## src/rtl/multiple_sequencer.sv

```systemverilog
// Load/store-multiple beat sequencer.
// It walks a 10-bit register list, lowest bit first. Each unstalled cycle it
// issues one register number and one word address.
module multiple_sequencer (
    input  logic        clk,
    input  logic        rst_n,
    input  logic        start,
    input  logic [9:0]  list_in,
    input  logic [31:0] base_addr,
    input  logic        stall,
    input  logic        flush,
    output logic        multiple_stable,
    output logic        multiple_pulse,
    output logic [9:0]  list_count,
    output logic [3:0]  reg_sel,
    output logic [31:0] addr_out,
    output logic        xfer_valid,
    output logic [31:0] wb_addr,
    output logic        done
);

    typedef enum logic {IDLE, ACTIVE} state_t;

    state_t      state_q;
    logic [9:0]  list_q;
    logic [31:0] addr_q;
    logic [31:0] wb_q;
    logic        pulse_q;
    logic        done_q;

    logic        active;
    logic [9:0]  list_d;
    logic [31:0] addr_d;
    logic [31:0] wb_d;
    logic [3:0]  pop;
    logic [3:0]  sel;

    assign active = (state_q == ACTIVE);
    // Clearing the lowest set bit gives the list that remains after this beat.
    assign list_d = list_q & (list_q - 10'd1);
    assign addr_d = addr_q + 32'd4;

    // Writeback base = base + 4 * number of registers in the incoming list.
    always_comb begin
        pop = '0;
        for (int i = 0; i < 10; i++) pop = pop + {3'b000, list_in[i]};
        wb_d = base_addr + {26'd0, pop, 2'b00};
    end

    // Register number of the lowest set bit; LR and PC map to 14 and 15.
    always_comb begin
        sel = '0;
        for (int i = 9; i >= 0; i--) begin
            if (list_q[i]) sel = (i < 8) ? 4'(i) : 4'(i + 6);
        end
    end

    assign multiple_stable = active;
    assign multiple_pulse  = pulse_q;
    assign list_count      = active ? list_d : '0;
    assign reg_sel         = active ? sel : '0;
    assign addr_out        = addr_q;
    assign wb_addr         = wb_q;
    assign xfer_valid      = active & ~stall & ~flush;
    assign done            = done_q;

    // Sequencer FSM. Flush wins over everything. Stall freezes an active
    // sequence, but it does not stop a new sequence from being accepted.
    always_ff @(posedge clk or negedge rst_n) begin
        if (!rst_n) begin
            state_q <= IDLE;
            list_q  <= '0;
            addr_q  <= '0;
            wb_q    <= '0;
            pulse_q <= 1'b0;
            done_q  <= 1'b0;
        end else begin
            done_q <= xfer_valid && (list_d == '0);
            if (flush) begin
                state_q <= IDLE;
                list_q  <= '0;
                pulse_q <= 1'b0;
            end else if (state_q == IDLE) begin
                if (start && (list_in != '0)) begin
                    state_q <= ACTIVE;
                    list_q  <= list_in;
                    addr_q  <= base_addr;
                    wb_q    <= wb_d;
                    pulse_q <= 1'b1;
                end
            end else if (!stall) begin
                list_q  <= list_d;
                addr_q  <= addr_d;
                pulse_q <= 1'b0;
                if (list_d == '0) state_q <= IDLE;
            end
        end
    end

endmodule

```

## config.mk

```make
export PLATFORM = sky130hd
export DESIGN_NAME = multiple_sequencer
export DESIGN_NICKNAME = d
export VERILOG_FILES = /design/src/rtl/multiple_sequencer.sv
export SDC_FILE = /design/constraint.sdc
export NUM_CORES = 1
export LEC_CHECK = 0
export BUFFER_PORTS_ARGS = -buffer_cell sky130_fd_sc_hd__buf_2
export CAP_MARGIN = 10
export CORE_MARGIN = 4
export CORE_UTILIZATION = 48
export DETAILED_ROUTE_END_ITERATION = 10
export PLACE_DENSITY_LB_ADDON = 0.25
export SYNTH_ARGS = -nofsm -noshare
export SYNTH_HDL_FRONTEND = slang
export SYNTH_SLANG_ARGS = --single-unit
```

## constraint.sdc

```tcl
create_clock -name clk -period 4.44 [get_ports clk]
set_input_delay 0.666 -clock clk [delete_from_list [all_inputs] [get_ports clk]]
set_output_delay 0.666 -clock clk [all_outputs]
set_load 0.05 [all_outputs]
```

==> impl_metrics.yaml <==
clock_tree:
  clkTransAtPathRegs_ns: 0.09
  clk_path_buf_depth: 2
  clock-sinks: 77
  cts_tree: "done"
  h-tree-depth: 3
  root_buffer: "clkbuf_8"
  numCtsBuffers: 9
  clkLatencyLatePin_ns: 0.36
final_layout:
  fin_area_um2: 6130
  syn_to_final_growth_pct: 23.1
  fin_cells: 840
  drive_gt1_share_pct: 26.7
  diodes: 0
  fin_nets: 764
power_and_ir_drop:
  power.sequential.fraction_pct: 32.3
  p_total_mw: 3.23
  ir_drop_mv: 0.261
  clockPowerShare_pct: 20.8
  power_switching_mw: 1.54
  powerDensity_nw_per_um2: 527
  leakagePower_nw: 2.81
  p_comb_share_pct: 46.8
  p_sw_share_pct: 47.6
  p_int_mw: 1.69
timing:
  tightest_slew_ns: 0.989
  skew_ns: 0.0105
  fin_crit_sh_pct: 97.2
  max_freq_mhz: 232
  relSlewSlack_pct: 34.1
  whs_ns: 0.443
  fin_crit_ns: 4.32
  setup_viol: 0
  final-hold-violation-count: 0
  drv_slew: 0
die:
  die-area_um2: 12100
  initial_core_util_pct: 50.0
  dieHeight_um: 110
  fp-row-count: 36
  dieWidth_um: 110
  core_area_um2: 9950
  boundaryPins: 129
yosys:
  syn_area_um2: 4980
  syn_nets: 639
  ys_seq_area_share_pct: 38.7
  yosys_register_bits: 77
  synth_largest_area_cell: "dfrtp_1"
  synth_area_leaders: "dfrtp_1 39%, nand2_1 6.9%, o21ai_0 4.7%, xnor2_1 4.4%, fa_1 2.8%"
  ys_types: 69
  yosysTopAreaCellShare_pct: 38.7
  synth.avg_cell_area_um2: 8.63
  syn_inst: 577
  synth-main-ff-cell: "dfrtp_1"
  yosysWarnings: 0
  synth-edff-count: 0
  async_reset_ff_share_pct: 100
grt:
  grt.overflow.total: 0
  antenna_found_initial: 0
  grt_pass1_wl_um: 23800
  grt_pass1_vias: 4747
  grt_use_total_pct: 25.1
  grt_max_degree: 80
drt:
  wl_per_cell_um: 18.0
  routed_wl_um: 15200
  ant_nets: 0
  vias_per_cell: 5.86
  drcViolationCount: 0
  drtIter0Drc: 401
  vias: 4925
  dr.pass1.iters: 7
critical_path:
  cp.required_ns: 4.66
  cpMostUsedCell: "fa_1"
  cp-start-kind: "input port"
  cp-end-kind: "flip-flop"
  reg2reg_slack_ns: 1.75
  cp_max_fo: 9
  worstSetupPathType: "in -> reg"
  worstPathArrival_ns: 4.54
  crit_path_cell_trace: "buf_2 -> fa_1 -> inv_1 -> fa_1 -> fa_1 -> inv_1 -> ha_1 -> fa_1 -> inv_1 -> fa_2 -> nand2b_4 -> o2bb2ai_4 -> buf_12 -> nor3_1 -> xnor2_1 -> o21ai_0"
  cpPeakStageDelay_ns: 0.55
  r2r-start: "multiple_stable$_DFF_PN0_"
  r2r_end: "addr_out[4]$_DFFE_PN0P_"
  r2r_cells: 5
  crit_path_top_delay_cell: "fa_1"
min_path:
  hp-class: "in -> async"
run_status:
  outcome: "complete, no violations"
place:
  place_area_um2: 5790
  hpwl_um: 10800
  place_inst: 823
  gp_congestion: 0.905
  io_buffers: 127
job:
  drv_cap: 0
## routing by layer
metal / routed length, um / global-route usage, % / share of wire [%] / vias up
met2: 6850 / 39.0 / 45 / 218
met1: 6860 / 35.5 / 45 / 2359
li1: - / - / - / 2324
met5: 0 / 0 / 0 / -
met3: 1210 / 4.29 / 8.0 / 24
met4: 242 / 8.28 / 1.6 / 0
## state kept, by name, summed over array words and instances (netlist names)
register         flops
addr_out            32
done                 1
list_q              10
multiple_pulse       1
multiple_stable      1
wb_addr             32
## worst max-delay path by stage
stage          startpoint                      end  slack [ns]  depth (start not counted)
3_3_place_gp   list_in[5]  wb_addr[18]$_DFFE_PN0P_       -0.18                         16
2_1_floorplan  list_in[5]  wb_addr[30]$_DFFE_PN0P_       0.002                         15
3_5_place_dp   list_in[5]  wb_addr[18]$_DFFE_PN0P_       -0.34                         16
4_1_cts        list_in[5]  wb_addr[24]$_DFFE_PN0P_        0.05                         15
6_report       list_in[5]  wb_addr[16]$_DFFE_PN0P_        0.12                         16
5_1_grt        list_in[5]  wb_addr[24]$_DFFE_PN0P_       -0.02                         15
## area by class of cell
class | instances | area (um^2)
inverter | 30 | 113
tap | 133 | 166
multi-input combinational | 441 | 2910
clock inverter | 6 | 110
fill | 912 | 3820
sequential | 77 | 1930
clock buffer | 10 | 138
timing repair buffer | 143 | 771
## kinds of logic (layout without fill, tap and decap cells)
group | after synthesis | in the layout | synth area share (%)
AO/OA/AOI/OAI | 121 | 121 | 16.6
XOR/XNOR | 29 | 29 | 5.10
adder cells (fa/ha/maj) | 16 | 16 | 5.03
buffers and inverters | 59 | 189 | 5.18
flip-flops | 77 | 77 | 38.7
multiplexers | 16 | 16 | 3.27
other | 1 | 1 | 0.0753
AND/OR/NAND/NOR | 258 | 258 | 26.1
## worst max-delay path: cells and delay by family
kind,cells,cell delay [ns]
AND/OR/NAND/NOR,2,0.38
AO/OA/AOI/OAI,2,0.27
adder cells (fa/ha/maj),6,2.59
XOR/XNOR,1,0.14
buffers and inverters,5,0.47
## synthesized netlist by cell type (2+ instances only)
cell type  number
dfrtp_1        77
o211ai_1        3
mux2_2          2
buf_2           6
nand2_1        92
a221o_1         3
nor4_1         20
a211oi_1        3
clkbuf_1       19
or4_1           6
xor2_1          4
xnor2_1        25
and4_1          6
mux2i_1        14
o21bai_1        2
fa_1            7
a22o_1          6
nand4b_1        2
o221a_2         3
nor2_1         36
o21ai_0        47
o21ai_1         2
o22ai_1         5
or3_1           4
nor4b_1         3
nand2b_1        4
and2_1          2
nor2b_1         4
buf_6           2
a21o_1          2
a22oi_1         4
a21oi_1        18
inv_1          29
a222oi_1        4
ha_1            8
nand3_1        21
a2bb2oi_1       4
nor3_1         25
o21a_1          3
and3_1          7
nor3b_1         5
nand4_1         9
or2_2           3
## through the flow
step                utilization (%)  setup WS, ns  setup TNS (ns)
finish                         61.6         0.125               0
global route                   61.6       -0.0206         -0.0508
global placement               58.1        -0.176           -1.78
detailed placement             58.1        -0.345           -4.54
floorplan                         -       0.00218               0
CTS                            60.6        0.0497               0
## what timing repair did
action                     4_1_cts  5_1_grt
buffers inserted                 0        1
resized for setup                0       14
setup endpoints to repair        0        9
hold buffers                     0        0
## power groups by stage
| stage | sequential [mW] | clock [mW] | combinational, mW |
|---|---|---|---|
| 3_3_place_gp | 1.03 | 0 | 1.43 |
| 6_report | 1.04 | 0.673 | 1.51 |
| 3_5_place_dp | 1.05 | 0 | 1.46 |
| 4_1_cts | 1.04 | 0.672 | 1.47 |
| 2_1_floorplan | 1.54 | 0 | 0.543 |
| 5_1_grt | 1.07 | 0.707 | 1.62 |
## cells in the final DEF (no fill, tap or decap), drive strengths merged, types with 5 or more instances in the layout
cell type,n
o22ai,6
and3,7
dfrtp,77
xnor2,25
fa,7
clkbuf,10
or4,6
a22o,7
nand4,9
inv,29
or3,5
nand2,92
buf,143
and4,6
a21oi,18
nand3,21
mux2i,14
nor4,20
ha,8
nor2,37
nor3,25
nor3b,6
o21ai,49
Note: power is estimated with default switching activity, not from simulation.
